### src/rtl/pc_pkg.sv
// Shared constants and types for the program counter.
//   PC_WIDTH        default width of the PC datapath
//   PC_RESET_VALUE  address forced by system reset and by clear
//   pc_sel_e        next-value select driven by the priority encoder
package pc_pkg;

    localparam int unsigned PC_WIDTH       = 16;
    localparam int unsigned PC_RESET_VALUE = 0;

    typedef enum logic [1:0] {
        SEL_CLEAR = 2'd0,
        SEL_LOAD  = 2'd1,
        SEL_INC   = 2'd2,
        SEL_HOLD  = 2'd3
    } pc_sel_e;

endpackage : pc_pkg

### src/rtl/program_counter_if.sv
// Control/address bundle between the CPU control logic and the program counter.
//   in    : address to load
//   load  : load in on the next edge
//   inc   : increment on the next edge
//   clear : synchronous clear to the reset address
//   out   : current PC value (registered)
interface program_counter_if
    import pc_pkg::*;
#(
    parameter int unsigned WIDTH = PC_WIDTH
);

    logic [WIDTH-1:0] in;
    logic             load;
    logic             inc;
    logic             clear;
    logic [WIDTH-1:0] out;

    // CPU side: drives controls, observes the PC
    modport master (
        output in,
        output load,
        output inc,
        output clear,
        input  out
    );

    // PC side: samples controls, drives the PC
    modport slave (
        input  in,
        input  load,
        input  inc,
        input  clear,
        output out
    );

endinterface : program_counter_if

### src/rtl/pc_register.sv
// WIDTH-bit D register with asynchronous active-low reset to RESET_VALUE.
//   clock : rising-edge clock
//   reset : asynchronous active-low reset
//   d     : next value
//   q     : registered value
module pc_register
    import pc_pkg::*;
#(
    parameter int unsigned      WIDTH       = PC_WIDTH,
    parameter logic [WIDTH-1:0] RESET_VALUE = WIDTH'(PC_RESET_VALUE)
) (
    input  logic             clock,
    input  logic             reset,
    input  logic [WIDTH-1:0] d,
    output logic [WIDTH-1:0] q
);

    // State register
    always_ff @(posedge clock or negedge reset) begin
        if (!reset) begin
            q <= RESET_VALUE;
        end else begin
            q <= d;
        end
    end

endmodule : pc_register

### src/rtl/program_counter.sv
// Hack-style program counter: each rising edge clears, loads, increments or holds.
//   clock : system clock
//   reset : asynchronous active-low system reset
//   bus   : slave side of program_counter_if (in/load/inc/clear in, out registered)
// Priority is clear > load > inc > hold; increment wraps modulo 2^WIDTH.
module program_counter
    import pc_pkg::*;
#(
    parameter int unsigned      WIDTH       = PC_WIDTH,
    parameter logic [WIDTH-1:0] RESET_VALUE = WIDTH'(PC_RESET_VALUE)
) (
    input  logic              clock,
    input  logic              reset,
    program_counter_if.slave  bus
);

    pc_sel_e          sel_c;
    logic [WIDTH-1:0] inc_c;
    logic [WIDTH-1:0] next_c;

    // Priority encoder over the control inputs
    always_comb begin
        sel_c = SEL_HOLD;
        if (bus.clear) begin
            sel_c = SEL_CLEAR;
        end else if (bus.load) begin
            sel_c = SEL_LOAD;
        end else if (bus.inc) begin
            sel_c = SEL_INC;
        end
    end

    // Incrementer; carry out is intentionally dropped so all-ones wraps to zero
    assign inc_c = bus.out + WIDTH'(1);

    // Next-value mux
    always_comb begin
        next_c = bus.out;
        case (sel_c)
            SEL_CLEAR: next_c = RESET_VALUE;
            SEL_LOAD:  next_c = bus.in;
            SEL_INC:   next_c = inc_c;
            SEL_HOLD:  next_c = bus.out;
            default:   next_c = bus.out;
        endcase
    end

    pc_register #(
        .WIDTH       (WIDTH),
        .RESET_VALUE (RESET_VALUE)
    ) u_pc_register (
        .clock (clock),
        .reset (reset),
        .d     (next_c),
        .q     (bus.out)
    );

endmodule : program_counter

### src/flat_wrapper.sv
// flat-port wrapper written by rule: the top's interface ports become plain ports
module program_counter_flat import pc_pkg::*;
#(
    parameter int unsigned      WIDTH       = PC_WIDTH,
    parameter logic [WIDTH-1:0] RESET_VALUE = WIDTH'(PC_RESET_VALUE)
)
  (clock, reset, bus_in, bus_load, bus_inc, bus_clear, bus_out);
  program_counter_if #(.WIDTH(WIDTH)) bus_i ();
  input  logic clock;
  input  logic reset;
  input wire logic [$bits(bus_i.in)-1:0] bus_in;
  input wire logic [$bits(bus_i.load)-1:0] bus_load;
  input wire logic [$bits(bus_i.inc)-1:0] bus_inc;
  input wire logic [$bits(bus_i.clear)-1:0] bus_clear;
  output wire logic [$bits(bus_i.out)-1:0] bus_out;
  assign bus_i.in = bus_in;
  assign bus_i.load = bus_load;
  assign bus_i.inc = bus_inc;
  assign bus_i.clear = bus_clear;
  assign bus_out = bus_i.out;
  program_counter #(.WIDTH(WIDTH), .RESET_VALUE(RESET_VALUE)) u_core (.clock(clock), .reset(reset), .bus(bus_i));
endmodule
### config.mk
export PLATFORM = sky130hd
export DESIGN_NAME = program_counter_flat
export DESIGN_NICKNAME = d
export VERILOG_FILES = /design/src/rtl/pc_pkg.sv /design/src/rtl/program_counter_if.sv /design/src/rtl/pc_register.sv /design/src/rtl/program_counter.sv /design/src/flat_wrapper.sv
export SDC_FILE = /design/constraint.sdc
export NUM_CORES = 1
export LEC_CHECK = 0
export CAP_MARGIN = 30
export CELL_PAD_IN_SITES_DETAIL_PLACEMENT = 0
export CELL_PAD_IN_SITES_GLOBAL_PLACEMENT = 1
export CORE_MARGIN = 1
export CORE_UTILIZATION = 36
export CTS_BUF_LIST = sky130_fd_sc_hd__clkbuf_4 sky130_fd_sc_hd__clkbuf_8
export DETAILED_ROUTE_END_ITERATION = 16
export GPL_TIMING_DRIVEN = 0
export PLACE_DENSITY = 0.88
export REMOVE_ABC_BUFFERS = 1
export SYNTH_ARGS = -nofsm -noshare
export SYNTH_HDL_FRONTEND = slang
export SYNTH_HIERARCHICAL = 1
export SYNTH_SLANG_ARGS = --single-unit
export TNS_END_PERCENT = 100
### constraint.sdc
create_clock -name clock -period 4.1 [get_ports clock]
set_clock_uncertainty 0.2 [all_clocks]
set_input_delay 0.82 -clock clock [delete_from_list [all_inputs] [get_ports clock]]
set_output_delay 0.82 -clock clock [all_outputs]
set_load 0.01 [all_outputs]
; Yosys cells after proc, flatten, opt, wreduce, memory -nomap -nowiden
; Cells that the tools add are included.
[classes]
eq_ne = 3
mux = 4
addsub = 1
reduce_logical = 1
[op_table]
columns = operator, count
row1 = one-hot mux 16 bit (3 select lines), 1
row2 = adder 16 x 1 -> 16 bit (second input constant), 1
row3 = == test 2 bit (second input constant), 2
row4 = 2-to-1 mux 2 bit, 2
row5 = == test 2 x 1 -> 1 bit (second input constant), 1
row6 = logical NOT 2 bit, 1
row7 = 2-to-1 mux 1 bit, 1
[totals]
output_inout_bits = 16
input_bits = 21
register_bits = 16
wordCells = 10

; Depth between registers and ports, before layout
; Gate-level depths: netlist (run 1).
[logic_depth]
word_depth = 5
depth_mapped = 5
mapped_depth_nobuf = 4

; Cells and area by module
; Netlist (run 1), hierarchy kept.
[by_module_without_submodules]
columns = module, area_each_um2, seq_area_each_um2, instances, cells_per_inst
row1 = program_counter, 646.9, 0.0, 1, 97
row2 = pc_register, 400.4, 400.4, 1, 16

; Worst setup path before layout (run 1)
; Ideal clock, no wire load.
[synth_path]
path_type = input-to-reg
start = in bus_inc
end = reg u_core.u_pc_register.q[12]
arrival_time_ps = 1894
path_slack_ps = 1884
setup_ps = 122
required_ps = 3778
path_stages = 5
n_path_buf = 2
path_cell_list = buf_4 > nand4_4 > buf_6 > o41a_1 > a2111oi_1
[synth_via]
elab_chain_len = 5
elab_cells_between_ends = 8
cone_classes = eq/ne (3) / mux (4) / reduce/logical (1)
[synth_rtl]
columns = element, line_no
row1 = "start, declared", flat_wrapper.sv:13  ; input wire logic [$bits(bus_i.inc)-1:0] bus_inc;
row2 = 2-to-1 mux 1 bit (*), program_counter.sv:28  ; end else if (bus.inc) begin
row3 = 2-to-1 mux 2 bit (*), program_counter.sv:26  ; end else if (bus.load) begin
row4 = 2-to-1 mux 2 bit (*), program_counter.sv:24  ; if (bus.clear) begin
row5 = == test 2 bit (tied with other cells), program_counter.sv:39  ; case (sel_c)
row6 = one-hot mux 16 bit (3 select lines) (*), program_counter.sv:39
row7 = named net u_core.next_c[12], program_counter.sv:19  ; logic [WIDTH-1:0] next_c;
row8 = "end signal, assigned", pc_register.sv:21  ; q <= RESET_VALUE;
row9 = "end signal, assigned", pc_register.sv:23  ; q <= d;
row10 = "end, declared", pc_register.sv:15  ; output logic [WIDTH-1:0] q
; The timed path passes the listed nets; every way through them passes the cells marked *.
; A chain may end at the register's enable or synchronous reset.

; Worst setup path after layout (run 1)
[layout_path]
start = in bus_load
end = reg u_core.u_pc_register.q[12]
[layout_via]
elab_chain_len = 4
elab_cells_between_ends = 7
cone_classes = eq/ne (3) / mux (3) / reduce/logical (1)
[layout_rtl]
columns = element, line_no
row1 = "start, declared", flat_wrapper.sv:12  ; input wire logic [$bits(bus_i.load)-1:0] bus_load;
row2 = 2-to-1 mux 2 bit (*), program_counter.sv:26
row3 = 2-to-1 mux 2 bit (*), program_counter.sv:24
row4 = == test 2 bit (tied with other cells), program_counter.sv:39
row5 = one-hot mux 16 bit (3 select lines) (*), program_counter.sv:39
row6 = named net u_core.next_c[12], program_counter.sv:19
; Marked as above.

==> results.sh, run 1 <==
export IMPL_die_area_um2=3130
export IMPL_root_buffer="clkbuf_4"
export IMPL_vias=1030
export IMPL_rr_endpoint="u_core/u_pc_register/q[14]"
export IMPL_grt_overflow_total=0
export IMPL_grtUsageMet3_pct=3.72
export IMPL_synth_area_um2=1050
export IMPL_min_path_type="reg2reg"
export IMPL_outcome="finished, final reports clean"
export IMPL_ys_warn_count=6
export IMPL_clk_pin_slew_ns=0.09
export IMPL_finalSetupTns_ns=0
export IMPL_reg_largest_list="u_core/u_pc_register/q x16"
export IMPL_ir_drop_mv=0.165
export IMPL_top_register="u_core/u_pc_register/q"
export IMPL_worst_slew_pin_slew_ns=0.775
export IMPL_final_max_slew_viol_count=0
export IMPL_min_delay_start="u_core/u_pc_register/q[10]"
export IMPL_post_route_drc_count=0
export IMPL_ys_ff_latch=16
export IMPL_viasPerCell=5.85
export IMPL_die_h_um=55.9
export IMPL_yosysSeqAreaShare_pct=38.2
export IMPL_seq_power_share_pct=52.5
export IMPL_synth_area_leader_cell="dfrtp_1"
export IMPL_post_place_cells=173
export IMPL_fmax_ghz=0.359
export IMPL_antenna_found_initial=0
export IMPL_synthSimpleGateAreaFrac_pct=28.8
export IMPL_maxCapViolCount=0
export IMPL_cp_arrival_ns=2.73
export IMPL_async_flop_share_pct=100
export IMPL_start_util_pct=38.0
export IMPL_first_iter_violations=15
export IMPL_cts_htree_levels=1
export IMPL_largest_reg_flops=16
export IMPL_core_rowCount=19
export IMPL_ys_top_cells_by_area="dfrtp_1 38%, nor2_1 5.7%, o41a_1 4.3%"
export IMPL_gp_congestion=0.739
export IMPL_syn_to_final_growth_pct=36.0
export IMPL_synth_edf_count=0
export IMPL_ctsResizeCount=0
export IMPL_synth_area_per_cell_um2=9.27
export IMPL_track_usage_pct=17.6
export IMPL_worst_ep_required_time_ns=4.05
export IMPL_clock_latency_ns=0.28
export IMPL_r2r_setup_slack_ns=2.06
export IMPL_io_buffers=36
export IMPL_multi_input_area_um2=587
export IMPL_cts_tree="built"
export IMPL_whs_path_depth=2
export IMPL_ff_latch_area_um2=400
export IMPL_layout_drive_gt1_share_pct=6.21
export IMPL_ant_nets=0
export IMPL_wirelength_um=2710
export IMPL_ios=37
export IMPL_p_clk_share_pct=23.5
export IMPL_swShare_pct=28.8
export IMPL_top_usage_layer="met2"
export IMPL_final_hold_viol_count=0
export IMPL_wl_per_cell_um=15.4
export IMPL_end_kind="flop"
export IMPL_p_leak_nw=0.525
export IMPL_holdPathEnd="u_core/u_pc_register/q[10]"
export IMPL_synth_compound_area_share_pct=21.6
export IMPL_cts_sinks=16
export IMPL_firstDrtPassIters=4
export IMPL_numCtsBuffers=3
export IMPL_dieWidth_um=55.9
export IMPL_slew_limit_headroom_pct=48.2
export IMPL_core_um2=2760
export IMPL_yosysUniqueCellTypes=33
export IMPL_final_core_util_pct=51.6
export IMPL_grt_pass1_vias=984
export IMPL_combPwrFrac_pct=24.0
export IMPL_fin_cells=176
export IMPL_synth_xor_area_share_pct=3.35
export IMPL_crit_path_start_kind="input pin"
export IMPL_post_cts_buffers=0
export IMPL_rr_worst_depth=4
export IMPL_muxShareOfSynthArea_pct=1.08
export IMPL_finalSetupViolations=0
export IMPL_synth_top_area_share_pct=38.2
export IMPL_hold_buffers=0
export IMPL_clockBufferDepth=2
export IMPL_num_fill_cells=274
export IMPL_use_met2_pct=30.1
export IMPL_syn_inst=113
export IMPL_grt_max_degree=24
export IMPL_criticalPathCategory="in2reg"
export IMPL_antenna_diode_count=0
export IMPL_nets=169
export IMPL_period_needed_ns=2.78
export IMPL_met1_usage_pct=23.3
export IMPL_grt_first_pass_wirelength_um=4470
export IMPL_synth_top_family_by_area="simple AND/OR/NAND/NOR gates"
export IMPL_switching_power_uw=102
export IMPL_synth_fa_ha_area_share_pct=1.19
export IMPL_cp_max_fo=23
export IMPL_rsz0062_at_grt="false"
export IMPL_synth_ff_type="dfrtp_1"
export IMPL_p_per_area_nw_per_um2=248
export IMPL_dp_hpwl_um=1820
export IMPL_r2r_start="u_core/u_pc_register/q[0]"
export IMPL_p_int_uw=251
export IMPL_fin_crit_sh_pct=67.9
-- cells in the mapped netlist, drive strengths merged (2+ instances only) --
cell type,instances
buf,3
a2111oi,4
a31oi,2
nand2,9
a21oi,3
nand3,4
o41a,4
xor2,4
or4,4
or3,2
nor4,4
nor2b,4
and4,2
clkbuf,4
a211oi,3
o21ai,2
o31ai,3
inv,4
dfrtp,16
nor2,16
nand4,6
a311oi,5
-- routing by layer --
layer	up-vias	part of all wire, %	routed length [µm]
met2	37	47	1290
met5	-	0	0
met4	0	0	0
met1	487	46	1240
li1	506	-	-
met3	0	6.6	179
-- power by group through the flow --
stage               Sequential, mW  Combinational (mW)  Clock (mW)
finish                       0.185              0.0847      0.0831
global route                 0.187              0.0917      0.0942
CTS                          0.185              0.0856      0.0878
detailed placement           0.188              0.0850           0
global placement             0.188              0.0835           0
floorplan                    0.190              0.0265           0
-- kinds of logic (layout without fill, tap and decap cells) --
| kind of cell | count (synthesis) | count (layout) |
|---|---|---|
| AOI/OAI and AO/OA | 28 | 28 |
| muxes | 1 | 1 |
| buffers and inverters | 11 | 43 |
| and+or+nand+nor | 52 | 52 |
| adders and majority gates | 1 | 1 |
| xor gates and xnor gates | 4 | 4 |
| DFF | 16 | 16 |
-- layout make-up --
| class | instances | area share, % |
|---|---|---|
| flip-flops and latches | 16 | 28.1 |
| multi-input cells | 86 | 41.2 |
| well taps | 31 | 2.72 |
| repair buffers | 36 | 25.3 |
| clock buffers | 3 | 1.58 |
| inverters | 4 | 1.05 |
-- worst max-delay path by stage --
stage,start,endpoint
5_1_grt,bus_load,u_core/u_pc_register/q[14]
6_report,bus_load,u_core/u_pc_register/q[12]
3_5_place_dp,bus_load,u_core/u_pc_register/q[12]
2_1_floorplan,bus_inc,u_core/u_pc_register/q[11]
3_3_place_gp,bus_load,u_core/u_pc_register/q[12]
4_1_cts,bus_load,u_core/u_pc_register/q[15]
-- placed cells by master, fill, tap and decap left out, types with 3 or more instances in the layout --
master / n
nand3_1: 3
a211oi_1: 3
nand4_1: 3
a311oi_1: 5
a21oi_1: 3
inv_1: 4
nor2b_1: 4
clkdlybuf4s50_1: 36
o41a_1: 4
dfrtp_1: 16
o31ai_1: 3
nor4_1: 4
or4_1: 4
xor2_1: 4
nor2_1: 16
clkbuf_4: 3
nand2_1: 9
a2111oi_1: 3
-- through the flow --
step           hold slack [ns]  setup WS [ns]  instance area, µm²  power, mW
6_report                 0.426           1.32                1420      0.353
3_3_place_gp             0.394           1.11                1400      0.271
4_1_cts                  0.425           1.36                1420      0.359
5_1_grt                  0.448           1.18                1420      0.373
2_1_floorplan            0.324           2.07                1000      0.217
3_5_place_dp             0.412           1.09                1400      0.273
-- worst max-delay path, stage by stage --
cell and delay, ns:
clkdlybuf4s50_1 0.68, inv_1 0.69, nor2_1 0.13, a2111oi_1 0.41
No activity file was read; power rests on OpenSTA's default activity.
==> run 2: changes to the inputs <==
Settings changed: CORE_UTILIZATION 36 to 34, PLACE_DENSITY 0.88 to 0.84.
Clock period 4.1 ns to 2.8 ns, I/O delays scaled along.
==> results.sh, run 2 (synthesized netlist as in run 1, its figures left out) <==
export IMPL_outcome="finished, violations left"
export IMPL_violations="DRC"
export IMPL_cp_max_fo=23
export IMPL_first_iter_violations=17
export IMPL_hold_buffers=0
export IMPL_maxCapViolCount=0
export IMPL_slowest_stage="clkdlybuf4s50_1"
export IMPL_cts_tree="built"
export IMPL_finalSetupViolations=0
export IMPL_core_rowCount=19
export IMPL_worst_slew_pin_slew_ns=0.751
export IMPL_track_usage_pct=18.1
export IMPL_crit_path_start_kind="input pin"
export IMPL_place_area_um2=1400
export IMPL_switching_power_uw=155
export IMPL_wl_per_cell_um=15.4
export IMPL_p_clk_share_pct=28.4
export IMPL_r2r_setup_slack_ns=0.80
export IMPL_num_fill_cells=269
export IMPL_final_hold_viol_count=0
export IMPL_ir_drop_mv=0.248
export IMPL_final_core_util_pct=50.8
export IMPL_p_int_uw=397
export IMPL_core_um2=2830
export IMPL_ctsResizeCount=0
export IMPL_rr_endpoint="u_core/u_pc_register/q[12]"
export IMPL_rr_worst_depth=4
export IMPL_final_max_slew_viol_count=0
export IMPL_grt_first_pass_wirelength_um=4600
export IMPL_final_common_cell="clkdlybuf4s50_1"
export IMPL_firstDrtPassIters=10
export IMPL_dp_hpwl_um=1890
export IMPL_nets=169
export IMPL_gp_congestion=0.761
export IMPL_layout_common_cells="36 x clkdlybuf4s50_1, 16 x nor2_1, 16 x dfrtp_1, 9 x nand2_1, 5 x a311oi_1"
export IMPL_ant_nets=0
export IMPL_p_leak_nw=0.532
export IMPL_vias=1033
export IMPL_ios=37
export IMPL_holdPathEnd="u_core/u_pc_register/q[10]"
export IMPL_post_cts_buffers=0
export IMPL_max_stage_delay_ns=0.68
export IMPL_dieWidth_um=57.5
export IMPL_fin_crit_sh_pct=89.3
export IMPL_clockBufferDepth=2
export IMPL_grt_pass1_vias=1047
export IMPL_fin_area_um2=1440
export IMPL_post_route_drc_count=2
export IMPL_die_area_um2=3310
export IMPL_combPwrFrac_pct=22.5
export IMPL_reg_largest_list="u_core/u_pc_register/q x16"
export IMPL_slew_limit_headroom_pct=49.8
export IMPL_top_register="u_core/u_pc_register/q"
export IMPL_ff_latch_area_um2=400
export IMPL_seq_power_share_pct=49.1
export IMPL_layout_drive_gt1_share_pct=6.85
export IMPL_cts_sinks=16
export IMPL_cts_htree_levels=1
export IMPL_antenna_diode_count=0
export IMPL_path_cells="clkdlybuf4s50_1, inv_1, nor2_1, a2111oi_1"
export IMPL_swShare_pct=28.0
export IMPL_fmax_ghz=0.400
export IMPL_die_h_um=57.5
export IMPL_p_per_area_nw_per_um2=384
export IMPL_start_util_pct=37.0
export IMPL_largest_reg_flops=16
export IMPL_dp_slack_ns=-0.0376
export IMPL_grt_max_degree=24
export IMPL_multi_input_area_um2=587
export IMPL_io_buffers=36
export IMPL_root_buffer="clkbuf_4"
export IMPL_criticalPathCategory="in2reg"
export IMPL_cp_arrival_ns=2.46
export IMPL_min_delay_start="u_core/u_pc_register/q[10]"
export IMPL_numCtsBuffers=3
export IMPL_fin_ws_ns=0.300
export IMPL_antenna_found_initial=0
export IMPL_worst_ep_required_time_ns=2.76
export IMPL_clock_latency_ns=0.29
export IMPL_total_power_uw=552
export IMPL_rsz0062_at_grt="false"
export IMPL_r2r_start="u_core/u_pc_register/q[0]"
export IMPL_viasPerCell=5.84
export IMPL_clk_pin_slew_ns=0.10
export IMPL_wirelength_um=2720
export IMPL_min_path_type="reg2reg"
export IMPL_syn_to_final_growth_pct=37.3
export IMPL_end_kind="flop"
export IMPL_path_delay_family="buffers and inverters"
export IMPL_period_needed_ns=2.50
export IMPL_path_buf_inv=2
export IMPL_grt_overflow_total=0
export IMPL_whs_path_depth=2
[run 2: changes by cell type in the layout (fill, tap and decap cells not counted)]
cell and change:
clkbuf_8 +1
[run 2: metal layers]
| metal | vias to the layer above | global-route usage (%) | part of all wire [%] |
|---|---|---|---|
| met2 | 26 | 30.2 | 52 |
| met3 | 2 | 2.49 | 4.2 |
| met4 | 0 | 10.1 | 0.99 |
| met5 | - | 0 | 0 |
| li1 | 505 | - | - |
| met1 | 500 | 22.3 | 43 |
[run 2: layout make-up]
type,instances,share of cell area [%]
Timing Repair Buffer,36,25.1
Multi-Input combinational cell,86,40.8
Sequential cell,16,27.9
Inverter,4,1.04
Tap cell,31,2.70
Clock buffer,4,2.52
[run 2: worst max-delay path by stage]
stage,startpoint,endpoint,slack (ns),cells past startpoint
detailed placement,bus_load,u_core/u_pc_register/q[12],-0.04,4
CTS,bus_load,u_core/u_pc_register/q[12],0.31,4
global route,bus_load,u_core/u_pc_register/q[12],0.20,4
global placement,bus_load,u_core/u_pc_register/q[14],0.04,4
finish,bus_load,u_core/u_pc_register/q[12],0.30,4
floorplan,u_core/u_pc_register/q[0],u_core/u_pc_register/q[14],0.94,4
[run 2: tightest hold or removal path: cells and delay by family, from the launching register on]
family	cells	cell delay, ns
flip-flops	1	0.43
AO/OA/AOI/OAI	2	0.16
[run 2: stage by stage]
stage / setup TNS, ns / instances / hold WS [ns]
detailed placement: -0.0376 / 173 / 0.405
floorplan: 0 / 106 / 0.0644
CTS: 0 / 177 / 0.419
global route: 0 / 177 / 0.459
global placement: 0 / 173 / 0.389
finish: 0 / 177 / 0.416
[run 2: power by group through the flow]
| stage | sequential (mW) | combinational (mW) | clock (mW) |
|---|---|---|---|
| 3_5_place_dp | 0.275 | 0.125 | 0 |
| 6_report | 0.271 | 0.124 | 0.157 |
| 2_1_floorplan | 0.278 | 0.0388 | 0 |
| 5_1_grt | 0.275 | 0.135 | 0.173 |
| 4_1_cts | 0.271 | 0.125 | 0.158 |
| 3_3_place_gp | 0.274 | 0.123 | 0 |
